<file path="src/rtl/mem_pkg.sv">
// Shared types and constants for the data-memory SRAM controller.
package mem_pkg;

    typedef enum logic [1:0] {
        IDLE = 2'd0,
        LOW  = 2'd1,
        HIGH = 2'd2,
        DONE = 2'd3
    } mem_state_e;

    localparam int unsigned MEM_BASE_ADDR = 32'd1024;

endpackage

</file>
<file path="src/rtl/sram_wait_counter.sv">
// Phase counter: counts up to WAIT_CYCLES and flags the last cycle of a phase.
module sram_wait_counter #(
    parameter int unsigned WAIT_CYCLES = 1
) (
    input  logic clk,
    input  logic rst,
    input  logic i_clr,
    output logic o_last
);

    localparam int CNT_W = (WAIT_CYCLES > 0) ? $clog2(WAIT_CYCLES + 1) : 1;

    logic [CNT_W-1:0] r_cnt;

    assign o_last = (r_cnt == CNT_W'(WAIT_CYCLES));

    // Saturating count, cleared synchronously at the end of each phase.
    always_ff @(posedge clk or negedge rst) begin
        if (!rst) begin
            r_cnt <= '0;
        end else if (i_clr) begin
            r_cnt <= '0;
        end else if (!o_last) begin
            r_cnt <= r_cnt + CNT_W'(1);
        end else begin
            r_cnt <= r_cnt;
        end
    end

endmodule

</file>
<file path="src/rtl/sram_controller.sv">
// Turns one 32-bit pipeline memory request into two 16-bit asynchronous SRAM
// accesses, stalling the pipeline via ready while the access is in flight.
module sram_controller
    import mem_pkg::*;
#(
    parameter int unsigned DATA_LEN      = 32,
    parameter int unsigned ADDRESS_LEN   = 32,
    parameter int unsigned SRAM_ADDR_LEN = 18,
    parameter int unsigned SRAM_DATA_LEN = 16,
    parameter int unsigned WAIT_CYCLES   = 1,
    parameter int unsigned BASE_ADDR     = MEM_BASE_ADDR
) (
    input  logic                     clk,
    input  logic                     rst,
    input  logic                     MEM_R_EN,
    input  logic                     MEM_W_EN,
    input  logic [ADDRESS_LEN-1:0]   ALU_Res,
    input  logic [DATA_LEN-1:0]      Val_Rm,
    output logic [DATA_LEN-1:0]      MEM_OUT,
    output logic                     ready,
    output logic [SRAM_ADDR_LEN-1:0] SRAM_ADDR,
    output logic [SRAM_DATA_LEN-1:0] SRAM_DQ_OUT,
    output logic                     SRAM_DQ_OE,
    input  logic [SRAM_DATA_LEN-1:0] SRAM_DQ_IN,
    output logic                     SRAM_WE_N
);

    mem_state_e                     r_state;
    mem_state_e                     w_next;
    logic [SRAM_ADDR_LEN-2:0]       r_word;
    logic [DATA_LEN-1:0]            r_wdata;
    logic                           r_is_write;
    logic [SRAM_DATA_LEN-1:0]       r_lo;
    logic [DATA_LEN-1:0]            r_out;
    logic                           w_req;
    logic                           w_last;
    logic                           w_clr;
    logic                           w_in_phase;

    assign w_req      = MEM_R_EN | MEM_W_EN;
    assign w_in_phase = (r_state == LOW) || (r_state == HIGH);
    assign w_clr      = !w_in_phase || w_last;
    assign MEM_OUT    = r_out;
    assign ready      = ((r_state == IDLE) && !w_req) || (r_state == DONE);

    sram_wait_counter #(
        .WAIT_CYCLES (WAIT_CYCLES)
    ) u_wait_counter (
        .clk    (clk),
        .rst    (rst),
        .i_clr  (w_clr),
        .o_last (w_last)
    );

    // State register.
    always_ff @(posedge clk or negedge rst) begin
        if (!rst) begin
            r_state <= IDLE;
        end else begin
            r_state <= w_next;
        end
    end

    // Next-state logic.
    always_comb begin
        w_next = r_state;
        case (r_state)
            IDLE: begin
                if (w_req) w_next = LOW;
                else       w_next = IDLE;
            end
            LOW: begin
                if (w_last) w_next = HIGH;
                else        w_next = LOW;
            end
            HIGH: begin
                if (w_last) w_next = DONE;
                else        w_next = HIGH;
            end
            DONE:    w_next = IDLE;
            default: w_next = IDLE;
        endcase
    end

    // Pad decode; pads are quiet outside LOW/HIGH so reset silences them at once.
    always_comb begin
        SRAM_ADDR   = '0;
        SRAM_DQ_OUT = '0;
        SRAM_DQ_OE  = 1'b0;
        SRAM_WE_N   = 1'b1;
        case (r_state)
            LOW: begin
                SRAM_ADDR = {r_word, 1'b0};
                if (r_is_write) begin
                    SRAM_DQ_OUT = r_wdata[SRAM_DATA_LEN-1:0];
                    SRAM_DQ_OE  = 1'b1;
                    SRAM_WE_N   = 1'b0;
                end else begin
                    SRAM_DQ_OE  = 1'b0;
                    SRAM_WE_N   = 1'b1;
                end
            end
            HIGH: begin
                SRAM_ADDR = {r_word, 1'b1};
                if (r_is_write) begin
                    SRAM_DQ_OUT = r_wdata[2*SRAM_DATA_LEN-1:SRAM_DATA_LEN];
                    SRAM_DQ_OE  = 1'b1;
                    SRAM_WE_N   = 1'b0;
                end else begin
                    SRAM_DQ_OE  = 1'b0;
                    SRAM_WE_N   = 1'b1;
                end
            end
            default: begin
                SRAM_ADDR   = '0;
                SRAM_DQ_OUT = '0;
                SRAM_DQ_OE  = 1'b0;
                SRAM_WE_N   = 1'b1;
            end
        endcase
    end

    // Request capture; a simultaneous read+write is treated as a write.
    always_ff @(posedge clk or negedge rst) begin
        if (!rst) begin
            r_word     <= '0;
            r_wdata    <= '0;
            r_is_write <= 1'b0;
        end else if ((r_state == IDLE) && w_req) begin
            r_word     <= (SRAM_ADDR_LEN-1)'((ALU_Res - ADDRESS_LEN'(BASE_ADDR)) >> 2);
            r_wdata    <= Val_Rm;
            r_is_write <= MEM_W_EN;
        end else begin
            r_word     <= r_word;
            r_wdata    <= r_wdata;
            r_is_write <= r_is_write;
        end
    end

    // Read data capture on the last cycle of each phase.
    always_ff @(posedge clk or negedge rst) begin
        if (!rst) begin
            r_lo  <= '0;
            r_out <= '0;
        end else if (!r_is_write && w_last && (r_state == LOW)) begin
            r_lo  <= SRAM_DQ_IN;
            r_out <= r_out;
        end else if (!r_is_write && w_last && (r_state == HIGH)) begin
            r_lo  <= r_lo;
            r_out <= {SRAM_DQ_IN, r_lo};
        end else begin
            r_lo  <= r_lo;
            r_out <= r_out;
        end
    end

endmodule

</file>
<file path="config.mk">
export PLATFORM = sky130hd
export DESIGN_NAME = sram_controller
export DESIGN_NICKNAME = d
export VERILOG_FILES = /design/src/rtl/mem_pkg.sv /design/src/rtl/sram_wait_counter.sv /design/src/rtl/sram_controller.sv
export SDC_FILE = /design/constraint.sdc
export NUM_CORES = 1
export LEC_CHECK = 0
export ABC_AREA = 1
export CAP_MARGIN = 40
export CELL_PAD_IN_SITES_DETAIL_PLACEMENT = 0
export CELL_PAD_IN_SITES_GLOBAL_PLACEMENT = 1
export CORE_ASPECT_RATIO = 1.25
export CORE_MARGIN = 10
export CORE_UTILIZATION = 33
export CTS_CLUSTER_SIZE = 24
export DETAILED_ROUTE_END_ITERATION = 16
export PLACE_DENSITY_LB_ADDON = 0.3
export SLEW_MARGIN = 20
export SYNTH_ARGS = -nofsm -noshare
export SYNTH_HDL_FRONTEND = slang
export SYNTH_HIERARCHICAL = 1
export SYNTH_SLANG_ARGS = --single-unit
</file>
<file path="constraint.sdc">
create_clock -name clk -period 1.9 [get_ports clk]
set_input_delay 0.38 -clock clk [delete_from_list [all_inputs] [get_ports clk]]
set_output_delay 0.38 -clock clk [all_outputs]
set_load 0.1 [all_outputs]
</file>
Word-level counts from Yosys, hierarchy flattened
Cells that the tools add are included. W data, S select, Z words.

Add/sub/neg operators: 2. Equal/unequal tests: 3. Mux-type cells: 14. Bitwise gates (word level): 2. Reductions and logical operators: 14.

Operator list (count): $pmux W18 S2 (1); $mux W16 (2); $pmux W16 S2 (1); $sub A19 B11 Y19 const B (1); $mux W1 (8); $pmux W2 S4 (1); $logic_and A1 B1 Y1 (5); $eq A2 B2 Y1 const B (2); $logic_not A1 Y1 (3); $logic_or A1 B1 Y1 (3); $eq A2 B1 Y1 const B (1); $logic_not A2 Y1 (1); $mux W2 (1); $reduce_and A2 Y1 (1); $reduce_or A2 Y1 (1); $add A1 B1 Y1 const B (1); $not A1 Y1 (1); $or A1 B1 Y1 (1).

Flip-flop bits (word level): 101. Input port bits: 84. Output and inout bits: 69. Logic and storage cells: 42.

Longest topological paths before layout
Gate-level depths: netlist of the first run.

Word-level depth: 5. Depth in mapped cells: 9. Mapped depth without buffers: 7.

By module
Netlist of the first run, hierarchy kept.

By module, submodules not included: sram_controller (instances 1, cells each 542, area an instance 4438.0 sq um, sequential area each 2502.4 sq um); sram_wait_counter (instances 1, cells each 2, area an instance 28.8 sq um, sequential area each 25.0 sq um).

Least setup slack after synthesis of the first run
Ideal clock, no wire load.

Path kind: register to output. Start: register r_state[0]. End: output port SRAM_DQ_OUT[10]. Arrival: 2.856 ns. Required time: 1.520 ns. Slack: -1.336 ns. Stages on the path, launching flop included: 6. Buffers on the path: 1. Path through: dfrtp_1 > inv_1 > ha_1 > nand2_1 > buf_2 > a21oi_1.

Cells in the longest elaborated chain, start to end: 2. Elaborated cells on any way between the ends: 3.

Ends and longest elaborated chain: from (decl) (line sram_controller.sv:28) `mem_state_e r_state;`; from (signal assigned) (line sram_controller.sv:60) `r_state <= w_next;`; $eq A2 B2 Y1 or $eq A2 B1 Y1 (tied branches) (line sram_controller.sv:91) `case (r_state)`; $pmux W16 S2 (*) (line sram_controller.sv:91); to (decl) (line sram_controller.sv:22) `output logic [SRAM_DATA_LEN-1:0] SRAM_DQ_OUT,`.

Mark *: on every way between the ends. The rest lies on a longest branch, timed or not.

Worst setup path after layout of the first run
Start: register r_state[0]. End: output port SRAM_DQ_OUT[12].

The elaborated chain is that of the path after synthesis.

==> results of run 1 <==
==> cells in the final DEF, fill, tap and decap left out, types with 2 or more instances in the layout <==
master	instances
nor2_4	18
nor2_1	10
buf_6	2
nand2_8	3
o21ai_0	34
clkdlybuf4s50_1	67
a21oi_4	16
a31oi_1	2
inv_2	4
inv_1	65
buf_4	38
ha_4	3
ha_1	3
buf_12	52
o21ai_1	32
inv_8	3
dfrtp_1	101
nand2_1	212
nand3_1	10
clkbuf_16	9
==> how the worst min path moves through the flow <==
stage / depth (start not counted) / endpoint / from / slack (ps)
2_1_floorplan: 0 / MEM_OUT[0] / rst / 80
3_3_place_gp: 2 / r_wdata[25] / rst / 390
3_5_place_dp: 2 / r_wdata[25] / rst / 400
4_1_cts: 2 / r_wdata[25] / rst / 30
5_1_grt: 2 / r_wdata[25] / rst / 30
6_report: 2 / r_wdata[25] / rst / 10
==> worst register-to-register path, delay by kind of cell (launching register included) <==
family | cells | cell delay (ps)
compound gates | 1 | 150
simple gates | 2 | 270
fa+ha+maj | 1 | 150
buf+inv | 3 | 490
flops | 1 | 400
==> layout make-up <==
cell class | instances | area, sq um
multi-input combinational | 350 | 1960
inverter | 70 | 267
sequential | 101 | 2530
timing repair buffer | 159 | 2020
fill | 1228 | 5930
tap | 171 | 214
clock inverter | 7 | 97.6
clock buffer | 9 | 225
==> sequential cells by signal (all words and copies together), names as in the netlist, named ones only <==
register               cells
r_word                    17
u_wait_counter/o_last      1
r_is_write                 1
MEM_OUT                   32
r_wdata                   32
r_state                    1
r_lo                      16
==> per-stage QoR <==
stage	setup TNS (ps)	cell area (sq um)	instances	util [%]
2_1_floorplan	-3800	4830	544	-
3_3_place_gp	0	6800	842	51.4
3_5_place_dp	0	6800	842	51.4
4_1_cts	-7460	7300	867	55.2
5_1_grt	-10000	7310	867	55.2
6_report	-7120	7310	867	55.2
==> routing by layer <==
metal	vias to the layer above	global-route usage, %
li1	1958	-
met4	0	4.04
met2	93	24.4
met1	1810	17.1
met3	13	4.86
met5	-	0
==> cells by family after synthesis <==
logic type | share of synthesized area, %
flops | 56.6
buf+inv | 9.10
compound gates | 9.83
simple gates | 22.5
fa+ha+maj | 1.96
==> repair_timing <==
action | in CTS | in global routing
pin swaps | 4 | 0
setup endpoints to repair | 35 | 36
setup buffers | 7 | 0
gates cloned | 2 | 0
gates resized for setup | 16 | 1
==> results_dict.tcl, run 1 <==
set metrics [dict create \
    synth_top_cell_area_share_pct 56.6 \
    core_area_sq_um 13200 \
    die_area_sq_um 18600 \
    crit_path_frequent_cell "buf_12" \
    worstSetupPathType "register to output pin" \
    ff2ff_setup_slack_ps 350 \
    crit_path_end_kind "output pin" \
    fin_ws_ps -244 \
    worst_slew_pin_slew_ps 538 \
    async_reset_ff_share_pct 100 \
    synth_nets 635 \
    grt_pass1_wl_um 21500 \
    clock.fmax_mhz 467 \
    cts_root_buffer "clkbuf_16" \
    max_stage_delay_ps 380 \
    postSynthAreaPerCell_sq_um 8.21 \
    postRouteAntennaNets 0 \
    cp.required_ps 1520 \
    vias 3874 \
    cp_slowest_cell "dfrtp_1" \
    hold_path_class "primary input to asynchronous set/reset pin" \
    r2r-start "r_state[0]" \
    cts_tree "done" \
    met1_length_um 5310 \
    drive_gt1_share_pct 23.0 \
    synth_warnings 6 \
    yosysSeqAreaShare_pct 56.6 \
    grt_pass1_vias 4153 \
    ff2ff_path_depth 7 \
    syn_inst 544 \
    grt_setup_unrepaired "true" \
    cap_violations 0 \
    status "finished, violations left" \
    clkTransAtPathRegs_ps 80 \
    grt-ovfl-total 0 \
    portBuffers 137 \
    start_kind "register" \
    arrival_ps 1760 \
    die_w_um 124 \
    period_share_pct 113 \
    violations "negative setup slack" \
    initial_utilization_pct 33.8 \
    synth_edf_count 0 \
    synth_common_cells "nand2_1 (213), dfrtp_1 (101), inv_1 (68), o21ai_0 (34), o21ai_1 (32)" \
    pin_count 153 \
    antennaDiodeCount 0 \
    synthToLayoutAreaGrowth_pct 63.6 \
    slew_viol_final 0 \
    ys.flop_type "dfrtp_1" \
    finalHoldViolations 0 \
    wl_per_cell_um 15.0 \
    synth.most_common_cell "nand2_1" \
    path_delay_family "buffers and inverters" \
    path_buf_inv 3 \
    wl_met3_um 927 \
    preCtsSetupSlack_ps 1.80 \
    cp.depth 6 \
    relSlewSlack_pct 64.2 \
    die_h_um 150 \
    clock_skew_ps 8.51 \
    wl_met2_um 6610 \
    rows 47 \
    cts_max_path_buffers 2 \
    h-tree-depth 3 \
    grt.total_usage_pct 14.5 \
    nets 782 \
    synth_top_cell_by_area "dfrtp_1" \
    endpoint "SRAM_DQ_OUT[12]" \
    wl_um 13000 \
    drt_iter0_markers 226 \
    grt_antenna_before_repair 0 \
    netlist_area_sq_um 4470 \
    clock_latency_ps 350 \
    top_layer "met4" \
    whs_ps 14.0 \
    viasPerCell 4.47 \
    dr.pass1.iters 5 \
    layout_min_cycle_time_ps 2140 \
    numCtsBuffers 9 \
    dpl.hpwl_um 9580 \
    clock-sinks 101 \
    synthTopCellsByArea "dfrtp_1 (57%), nand2_1 (18%), inv_1 (5.7%)" \
    timing.rr.end "r_word[11]" \
    place.gp.congestion 0.737 \
    drc 0 \
    ys_ff_latch 101 \
    startpoint "r_state[0]" \
    grt_max_degree 55 \
    setup_viol 36 \
    synth_cell_types 22 \
    cts_hold_buf 0 \
    crit_chain "inv_2, ha_4, buf_12, nand2_8, a21oi_4, buf_12" \
    crit_fanout 5 \
]
Power of run 1 is not shown: default switching activity piles up to over one toggle a cycle in this logic, so the estimate is an artifact.
==> inputs of run 2 (changes only) <==
--- a/config.mk
+++ b/config.mk
@@ -5,13 +5,12 @@
 export SDC_FILE = /design/constraint.sdc
 export NUM_CORES = 1
 export LEC_CHECK = 0
-export ABC_AREA = 1
 export CAP_MARGIN = 40
 export CELL_PAD_IN_SITES_DETAIL_PLACEMENT = 0
 export CELL_PAD_IN_SITES_GLOBAL_PLACEMENT = 1
 export CORE_ASPECT_RATIO = 1.25
 export CORE_MARGIN = 10
-export CORE_UTILIZATION = 33
+export CORE_UTILIZATION = 34
 export CTS_CLUSTER_SIZE = 24
 export DETAILED_ROUTE_END_ITERATION = 16
 export PLACE_DENSITY_LB_ADDON = 0.3
==> run 2 against run 1 <==
  * The run still ends with negative setup slack left
  * Sequential share of layout area grew 0.79 points
  * Die area fell by 5.7%
  * First-iteration DRC count down 45%
  * Clock skew down 1.3 ps
  * Non-clock buffer count grew 10
  * Core utilization is 3.0 points higher
  * Setup slack got worse by 12 ps
  * Fmax shrank 0.54%
  * Wire length is 7.4% lower
  * Final cell count down 15%
  * Critical path depth is the same
==> results_dict.tcl, run 2 <==
set metrics [dict create \
    clock-sinks 101 \
    synth_cell_types 30 \
    fill_cells 1067 \
    synth_top_cell_by_area "dfrtp_1" \
    pin_count 153 \
    synth_edf_count 0 \
    max_stage_delay_ps 410 \
    postRouteAntennaNets 0 \
    drt_iter0_markers 125 \
    dr.pass1.iters 4 \
    grt-ovfl-total 0 \
    synthTopCellsByArea "dfrtp_1 (59%), mux2_2 (13%), nand2_1 (11%)" \
    ff2ff_setup_slack_ps 90 \
    h-tree-depth 3 \
    rows 45 \
    crit_chain "inv_2, ha_4, o21a_4, buf_16, and2_4, buf_12" \
    status "finished, violations left" \
    crit_path_end_kind "output pin" \
    clkTransAtPathRegs_ps 70 \
    path_delay_family "flip-flops" \
    postSynthAreaPerCell_sq_um 10.7 \
    finalHoldViolations 0 \
    finalCoreUtilization_pct 58.2 \
    die_w_um 121 \
    ys_ff_latch 101 \
    core_area_sq_um 12300 \
    clock_latency_ps 340 \
    fin_ws_ps -255 \
    grt_pass1_vias 3763 \
    grt_max_degree 51 \
    path_buf_inv 3 \
    ys.flop_type "dfrtp_1" \
    wl_um 12000 \
    multi_input_area_sq_um 2010 \
    clock.fmax_mhz 464 \
    setup_viol 35 \
    drive_gt1_share_pct 39.6 \
    die_h_um 146 \
    dpl.hpwl_um 8790 \
    portBuffers 137 \
    numCtsBuffers 9 \
    period_share_pct 113 \
    syn_inst 402 \
    grt_antenna_before_repair 0 \
    placed_area_sq_um 6570 \
    cp.required_ps 1520 \
    crit_fanout 8 \
    synth_top_cell_area_share_pct 58.8 \
    synth.most_common_cell "nand2_1" \
    grt.total_usage_pct 13.9 \
    drc 0 \
    hold_path_class "register to register" \
    regArea_sq_um 2530 \
    wl_per_cell_um 16.4 \
    worstSetupPathType "register to output pin" \
    cts_max_path_buffers 2 \
    netlist_area_sq_um 4300 \
    grt_setup_unrepaired "true" \
    clock_skew_ps 7.24 \
    slew_viol_final 0 \
    async_reset_ff_share_pct 100 \
    synthToLayoutAreaGrowth_pct 66.4 \
    arrival_ps 1780 \
    synth_nets 493 \
    yosysSeqAreaShare_pct 58.8 \
    viasPerCell 4.64 \
    cp_slowest_cell "dfrtp_1" \
    post-route-cell-area_sq_um 7150 \
    place.gp.congestion 0.768 \
    layout_commonest_cell "nand2_1" \
    synth_warnings 6 \
    initial_utilization_pct 35.0 \
    nets 656 \
    die_area_sq_um 17600 \
    vias 3409 \
    cap_violations 0 \
    cts_root_buffer "clkbuf_16" \
    relSlewSlack_pct 69.7 \
    cts_tree "done" \
    mostFrequentLayoutCells "nand2_1 (128), dfrtp_1 (100), clkdlybuf4s50_1 (67)" \
    violations "negative setup slack" \
    synth_common_cells "nand2_1 (129), dfrtp_1 (101), mux2_2 (48), nor2_1 (22), and2_1 (17)" \
    grt_pass1_wl_um 19700 \
    worst_slew_pin_slew_ps 454 \
    start_kind "register" \
    antennaDiodeCount 0 \
    layout_min_cycle_time_ps 2160 \
]
-- run 2: final cells by class --
class	count	area share, %
clock buffer	9	3.15
clock inverter	7	1.37
inverter	6	0.368
multi-input combinational	278	28.2
sequential	101	35.4
tap	164	2.87
timing repair buffer	169	28.7
-- run 2: path summary, 6_finish.rpt --
kind | start | end | cells past startpoint
setup / recovery | r_state[0] | SRAM_ADDR[7] | 6
hold / removal | r_wdata[12] | r_wdata[12] | 2
setup reg to reg | r_state[0] | MEM_OUT[16] | 6
hold reg to reg | r_wdata[12] | r_wdata[12] | 2
max in group asynchronous | rst | r_lo[12] | 3
min in group asynchronous | rst | r_lo[3] | 2
-- run 2: metrics by stage --
stage	setup WS, ps	hold slack, ps	setup TNS [ps]	instances
floorplan	-126	84.4	-2050	402
CTS	-270	480	-8250	733
detailed placement	-280	307	-923	706
global route	-323	498	-10000	734
global placement	-230	308	-745	706
finish	-255	478	-7670	734
-- run 2: worst register-to-register path, delay by kind of cell, from the launching register on --
kind | cells | cell delay (ps)
adder cells (fa/ha/maj) | 1 | 170
multiplexers | 1 | 370
AND/OR/NAND/NOR | 1 | 210
flip-flops | 1 | 420
buffers and inverters | 3 | 510
-- run 2: cells by family (layout without fill, tap and decap cells) --
logic type | count (synthesis) | in the layout | share of synthesized area [%]
adder cells (fa/ha/maj) | 7 | 7 | 2.04
AND/OR/NAND/NOR | 181 | 184 | 17.9
flip-flops | 101 | 101 | 58.8
AO/OA/AOI/OAI | 37 | 37 | 5.80
XOR/XNOR | 2 | 2 | 0.408
multiplexers | 48 | 48 | 12.6
buffers and inverters | 26 | 191 | 2.42
-- run 2: timing repair --
action                                  in CTS  in global routing
endpoints found under the setup margin      35                 35
gates resized for setup                     21                  3
hold buffers                                 1                  0
hold endpoints to repair                    22                  0
buffers inserted                             6                  1
pin swaps                                    6                 12
gates cloned                                 4                  0
-- run 2: layer usage --
metal,wire [um],global-route usage (%)
met2,6240,24.1
met1,4820,15.5
met3,843,5.08
met4,126,4.05
met5,0,0
Power of run 2 is left out for the same reason.
